**src/rtl/ahb_csr_bridge_if.sv**
```systemverilog
// AHB-Lite bus bundle between a master (fabric or bench) and the CSR bridge slave.
interface ahb_csr_bridge_if #(parameter int DW = 32);
    logic          hselx;
    logic          hready;
    logic [31:0]   haddr;
    logic [1:0]    htrans;
    logic          hwrite;
    logic [2:0]    hsize;
    logic [2:0]    hburst;
    logic [3:0]    hprot;
    logic [DW-1:0] hwdata;
    logic [DW-1:0] hrdata;
    logic          hready_out;
    logic          hresp;

    modport master (
        output hselx, hready, haddr, htrans, hwrite, hsize, hburst, hprot, hwdata,
        input  hrdata, hready_out, hresp
    );

    modport slave (
        input  hselx, hready, haddr, htrans, hwrite, hsize, hburst, hprot, hwdata,
        output hrdata, hready_out, hresp
    );
endinterface

```
**src/rtl/ahb_csr_bridge.sv**
```systemverilog
// AHB-Lite slave converting each accepted transfer into a single CSR-bus strobe.
// Define AHB_CSR_ERR_EN to answer out-of-window/unaligned/oversized transfers with ERROR.
//
//  state   | meaning
//  IDLE    | no data phase in progress
//  WR      | write data phase, csr_wr issued with hwdata
//  RD_WAIT | read issued, waiting RD_LAT clocks for csr_rdata
//  RD_DONE | read data returned on hrdata
//  ERR1    | first ERROR cycle, bus stalled
//  ERR2    | second ERROR cycle, bus released
module ahb_csr_bridge #(
    parameter int          DW     = 32,
    parameter int          CSR_AW = 12,
    parameter logic [31:0] BASE   = 32'h0,
    parameter int          RD_LAT = 1
) (
    input  logic                clk,
    input  logic                rst_n,
    ahb_csr_bridge_if.slave     bus,
    output logic                csr_wr,
    output logic                csr_rd,
    output logic [CSR_AW-1:0]   csr_addr,
    output logic [DW-1:0]       csr_wdata,
    output logic [DW/8-1:0]     csr_wstrb,
    input  logic [DW-1:0]       csr_rdata
);
    localparam int NB = DW/8;
    localparam int LB = $clog2(NB);
    localparam logic [1:0] CNT_LD = 2'(RD_LAT - 1);
    localparam logic [CSR_AW-1:0] LANE_MASK = CSR_AW'(NB - 1);

    localparam logic [2:0] IDLE    = 3'd0;
    localparam logic [2:0] WR      = 3'd1;
    localparam logic [2:0] RD_WAIT = 3'd2;
    localparam logic [2:0] RD_DONE = 3'd3;
    localparam logic [2:0] ERR1    = 3'd4;
    localparam logic [2:0] ERR2    = 3'd5;

`ifdef AHB_CSR_ERR_EN
    localparam bit ERR_EN = 1'b1;
`else
    localparam bit ERR_EN = 1'b0;
`endif

    logic [2:0]        state, state_nx;
    logic [1:0]        cnt;
    logic [CSR_AW-1:0] addr_q;
    logic [NB-1:0]     strb_q, strb_nx;
    logic              drop_q;
    logic [DW-1:0]     hrdata_q;
    logic              take, in_win, unaligned, size_ok, bad;
    logic [6:0]        amask;
    logic              unused;

    assign unused = ^{bus.hburst, bus.hprot, bus.htrans[0]};

    // Only states that present hready_out=1 may take a new address phase.
    assign take      = bus.hselx & bus.hready & bus.htrans[1] & bus.hready_out;
    assign in_win    = (bus.haddr[31:CSR_AW] == BASE[31:CSR_AW]);
    assign amask     = (7'd1 << bus.hsize) - 7'd1;
    assign unaligned = |(bus.haddr[6:0] & amask);
    assign size_ok   = (bus.hsize <= 3'(LB));
    assign bad       = !in_win | unaligned | !size_ok;

    always_comb begin
        int off;
        int nby;
        strb_nx = '0;
        off = int'(bus.haddr[LB-1:0]);
        nby = 1 << bus.hsize;
        for (int i = 0; i < NB; i++)
            strb_nx[i] = (i >= off) && (i < off + nby);
    end

    always_comb begin
        state_nx = state;
        case (state)
            RD_WAIT: if (cnt == 2'd0) state_nx = RD_DONE;
            ERR1:    state_nx = ERR2;
            default: begin
                if (!take)                state_nx = IDLE;
                else if (bad && ERR_EN)   state_nx = ERR1;
                else if (bus.hwrite)      state_nx = WR;
                else if (bad)             state_nx = RD_DONE;
                else                      state_nx = RD_WAIT;
            end
        endcase
    end

    always_ff @(posedge clk or negedge rst_n) begin
        if (!rst_n) begin
            state    <= IDLE;
            cnt      <= 2'd0;
            addr_q   <= '0;
            strb_q   <= '0;
            drop_q   <= 1'b0;
            hrdata_q <= '0;
        end else begin
            state <= state_nx;
            if (take) begin
                addr_q <= bus.haddr[CSR_AW-1:0] & ~LANE_MASK;
                strb_q <= strb_nx;
                drop_q <= bad;
                cnt    <= CNT_LD;
            end else if (state == RD_WAIT && cnt != 2'd0) begin
                cnt <= cnt - 2'd1;
            end
            if (state == RD_DONE)
                hrdata_q <= drop_q ? '0 : csr_rdata;
        end
    end

    assign csr_wr     = (state == WR) && !drop_q;
    assign csr_rd     = (state == RD_WAIT) && (cnt == CNT_LD);
    assign csr_addr   = addr_q;
    assign csr_wdata  = csr_wr ? bus.hwdata : '0;
    assign csr_wstrb  = (csr_wr | csr_rd) ? strb_q : '0;

    assign bus.hready_out = !(state == RD_WAIT || state == ERR1);
    assign bus.hrdata     = (state == RD_DONE) ? (drop_q ? '0 : csr_rdata) : hrdata_q;
`ifdef AHB_CSR_ERR_EN
    assign bus.hresp      = (state == ERR1) || (state == ERR2);
`else
    assign bus.hresp      = 1'b0;
`endif
endmodule

```
**src/flat_wrapper.sv**
```systemverilog
// flat-port wrapper written by rule: the top's interface ports become plain ports
module ahb_csr_bridge_flat 
#(
    parameter int          DW     = 32,
    parameter int          CSR_AW = 12,
    parameter logic [31:0] BASE   = 32'h0,
    parameter int          RD_LAT = 1
)
  (clk, rst_n, csr_wr, csr_rd, csr_addr, csr_wdata, csr_wstrb, csr_rdata, bus_hselx, bus_hready, bus_haddr, bus_htrans, bus_hwrite, bus_hsize, bus_hburst, bus_hprot, bus_hwdata, bus_hrdata, bus_hready_out, bus_hresp);
  ahb_csr_bridge_if #(.DW(DW)) bus_i ();
  input  logic clk;
  input  logic rst_n;
  output logic csr_wr;
  output logic csr_rd;
  output logic [CSR_AW-1:0] csr_addr;
  output logic [DW-1:0] csr_wdata;
  output logic [DW/8-1:0] csr_wstrb;
  input  logic [DW-1:0] csr_rdata;
  input wire logic [$bits(bus_i.hselx)-1:0] bus_hselx;
  input wire logic [$bits(bus_i.hready)-1:0] bus_hready;
  input wire logic [$bits(bus_i.haddr)-1:0] bus_haddr;
  input wire logic [$bits(bus_i.htrans)-1:0] bus_htrans;
  input wire logic [$bits(bus_i.hwrite)-1:0] bus_hwrite;
  input wire logic [$bits(bus_i.hsize)-1:0] bus_hsize;
  input wire logic [$bits(bus_i.hburst)-1:0] bus_hburst;
  input wire logic [$bits(bus_i.hprot)-1:0] bus_hprot;
  input wire logic [$bits(bus_i.hwdata)-1:0] bus_hwdata;
  output wire logic [$bits(bus_i.hrdata)-1:0] bus_hrdata;
  output wire logic [$bits(bus_i.hready_out)-1:0] bus_hready_out;
  output wire logic [$bits(bus_i.hresp)-1:0] bus_hresp;
  assign bus_i.hselx = bus_hselx;
  assign bus_i.hready = bus_hready;
  assign bus_i.haddr = bus_haddr;
  assign bus_i.htrans = bus_htrans;
  assign bus_i.hwrite = bus_hwrite;
  assign bus_i.hsize = bus_hsize;
  assign bus_i.hburst = bus_hburst;
  assign bus_i.hprot = bus_hprot;
  assign bus_i.hwdata = bus_hwdata;
  assign bus_hrdata = bus_i.hrdata;
  assign bus_hready_out = bus_i.hready_out;
  assign bus_hresp = bus_i.hresp;
  ahb_csr_bridge #(.DW(DW), .CSR_AW(CSR_AW), .BASE(BASE), .RD_LAT(RD_LAT)) u_core (.clk(clk), .rst_n(rst_n), .bus(bus_i), .csr_wr(csr_wr), .csr_rd(csr_rd), .csr_addr(csr_addr), .csr_wdata(csr_wdata), .csr_wstrb(csr_wstrb), .csr_rdata(csr_rdata));
endmodule
```
**config.mk**
```make
export PLATFORM = sky130hd
export DESIGN_NAME = ahb_csr_bridge_flat
export DESIGN_NICKNAME = d
export VERILOG_FILES = /design/src/rtl/ahb_csr_bridge_if.sv /design/src/rtl/ahb_csr_bridge.sv /design/src/flat_wrapper.sv
export SDC_FILE = /design/constraint.sdc
export NUM_CORES = 1
export LEC_CHECK = 0
export ABC_AREA = 1
export CAP_MARGIN = 20
export CORE_MARGIN = 4
export CORE_UTILIZATION = 38
export DETAILED_ROUTE_END_ITERATION = 10
export HOLD_SLACK_MARGIN = 0.1
export PLACE_DENSITY_LB_ADDON = 0.08
export SYNTH_ARGS = -nofsm -noshare
export SYNTH_HDL_FRONTEND = slang
export SYNTH_SLANG_ARGS = --single-unit
export TNS_END_PERCENT = 20
```
**constraint.sdc**
```tcl
create_clock -name clk -period 3.65 [get_ports clk]
set_input_delay 0.365 -clock clk [delete_from_list [all_inputs] [get_ports clk]]
set_output_delay 0.365 -clock clk [all_outputs]
set_load 0.01 [all_outputs]
```
==> out/qor.yml <==
hpwl_um: 7080
area.growth.synth_to_final_pct: 73.6
rsz0062_at_grt: "false"
synthFlopType: "dfrtp_1"
worstSetupEndpointType: "primary output"
antenna_found_initial: 0
comb_power_share: 0.537
die_area_um2: 8620
critPathTopFamily: "buffers and inverters"
avgRoutedWirePerCell_um: 13.7
netlist_area_um2: 2730
crit_path_top_delay_cell: "nor2_2"
period_minus_slack_ns: 3.01
cts_buffer_depth: 2
grt_overflow_total: 0
synth_top_cell_by_area: "dfrtp_1"
clock_tree.root_cell: "clkbuf_8"
yosysWarningCount: 0
fillers: 593
setup_viol: 0
synthTopCellsByCount: "nand2_1 (93), inv_1 (66), nor2_1 (54)"
ys_seq_area_frac: 0.476
cp.required_ns: 3.28
dieWidth_um: 92.8
antennaDiodeCount: 0
remaining_drc_errors: 0
grt_pass1_vias: 2832
start_kind: "flop"
core_area_um2: 6910
hold_viol: 0
timing.fmax_mhz: 332
routed_wl_um: 8990
p_seq_frac: 0.333
cts.clk_slew.worst_paths_ns: 0.09
initial_utilization: 0.396
die_y_um: 92.8
cap_violations: 0
numClockSinks: 52
vias_per_cell: 4.48
ios: 197
drive_gt1_frac: 0.0409
p_leak_nw: 2.35
ys_seq_elements: 52
drtIter0Drc: 97
tightest_slew_ns: 0.593
grt_use_total: 0.207
syn_inst: 382
synthTopCellsByArea: "dfrtp_1 (48%), nand2_1 (13%), inv_1 (9.1%)"
grt_start_max_net_pins: 35
numPortBuffers: 185
worstSetupPathType: "reg2out"
p_int_w: 0.00163
fin_setup_tns_ns: 0
synthArstFlopShare: 1.00
path_cells: "inv_2, nor2_2, buf_4, nand3_1, nand2_1, clkdlybuf4s50_1"
hold_class: "reg2reg"
ir_drop_mv: 0.392
cts_made_buffers: 5
pre_cts_slack_ns: 0.982
swShare: 0.371
slew_violations: 0
hold-worst-slack_ns: 0.489
period_share: 0.825
layout.nets: 677
switchingPower_w: 0.000959
power_density_nw_per_um2: 545
ctsHtreeMaxLevel: 2
skew_ns: 0.00913
cp_max_fo: 34
ant_nets: 0
cts_tree: "built"
grt_pass1_wl_um: 14100
synth-edff-count: 0
worst_slack_ns: 0.638
worstPathArrival_ns: 2.65
num_rows: 30
firstDrtPassIters: 4
synth.top_cell.area_share: 0.476
path_buf_inv: 3
ys_types: 22
clk_latency_ns: 0.30
avgSynthCellArea_um2: 7.16
clock_power_share: 0.129
post-cts-setup-buffers: 0
cpPeakStageDelay_ns: 0.56
max_slew_margin: 0.604
status: "completed"
gp_congestion: 0.755
num_vias: 2950
synth.most_common_cell: "nand2_1"
layer usage:
metal	part of all wire	GRT usage	wire length (um)
met5	0	0	0
met4	0.010	0.0427	90
met3	0.069	0.0512	618
met2	0.51	0.364	4610
met1	0.41	0.257	3670
worst reg2reg max path: stages (launching register included):
cell and delay, ns:
dfrtp_1 0.44, nand2_2 0.11, buf_4 0.30, nor2_2 0.09, nor2_2 0.18, nand2_2 0.23, inv_4 0.24, nand2_1 0.10
o21ai_1 0.13
stage by stage:
step | power [W] | std cells | utilization | cell area (um2)
after floorplan | 0.00147 | 384 | - | 2740
final | 0.00259 | 658 | 0.687 | 4750
after detailed placement | 0.00227 | 649 | 0.672 | 4640
after global placement | 0.00224 | 649 | 0.672 | 4640
after CTS | 0.00262 | 658 | 0.687 | 4750
after global routing | 0.00278 | 658 | 0.687 | 4750
flip-flops by register name, summed over array words and instances, names as in the netlist:
signal	count
u_core.csr_addr	10
u_core.strb_q	4
u_core.drop_q	1
u_core.cnt	2
u_core.hrdata_q	32
u_core.state	3
worst paths after layout:
kind	from	endpoint	slack, ns	cells past startpoint
worst max-delay path	u_core.state[0]	bus_hrdata[17]	0.64	6
worst min-delay path	u_core.csr_addr[3]	u_core.csr_addr[3]	0.49	2
worst max register to register	u_core.state[1]	u_core.strb_q[1]	1.78	8
worst min register to register	u_core.csr_addr[3]	u_core.csr_addr[3]	0.49	2
max in group asynchronous	rst_n	u_core.hrdata_q[16]	2.30	3
min in group asynchronous	rst_n	u_core.hrdata_q[1]	0.58	2
power groups by stage:
stage | logic (W) | clock network [W] | registers, W
after floorplan | 0.000596 | 0 | 0.000877
after global placement | 0.00138 | 0 | 0.000865
after detailed placement | 0.00140 | 0 | 0.000871
after CTS | 0.00141 | 0.000343 | 0.000863
after global routing | 0.00152 | 0.000371 | 0.000885
final | 0.00139 | 0.000334 | 0.000862
cells in the final DEF, fill, tap and decap left out, types with 2 or more instances in the layout:
cell / Yosys / layout
nand2_1: 93 / 93
clkdlybuf4s50_1: 0 / 184
o22ai_1: 2 / 2
nor2_2: 2 / 3
dfrtp_1: 52 / 52
clkbuf_8: 0 / 6
o21ai_0: 39 / 39
nand2_2: 2 / 2
nor2_1: 54 / 53
buf_4: 3 / 4
conb_1: 1 / 3
inv_1: 66 / 66
nand3_1: 38 / 38
a21oi_1: 2 / 2
ha_1: 3 / 3
inv_2: 3 / 3
repair_timing:
item / CTS / global route
hold buffers: 1 / 0
hold endpoints to repair: 24 / 0
gates resized for setup: 0 / 0
cell type report:
type                    count  area (um2)  area share
well taps                  96         120      0.0253
flip-flops and latches     52        1300       0.274
inverters                  70         265      0.0559
clock buffers               7        86.3      0.0182
clock inverters             1        7.51     0.00158
multi-input cells         242        1080       0.227
repair buffers            190        1890       0.398
logic make-up (layout without fill, tap and decap cells):
kind of cell / Yosys count / count (layout) / share of synthesized area
AO/OA/AOI/OAI: 44 / 44 / 0.0815
AND/OR/NAND/NOR: 192 / 192 / 0.294
buffers and inverters: 90 / 268 / 0.133
other: 1 / 3 / 0.00137
adder cells (fa/ha/maj): 3 / 3 / 0.0137
flip-flops: 52 / 52 / 0.476
(Power assumes the default switching activity.)
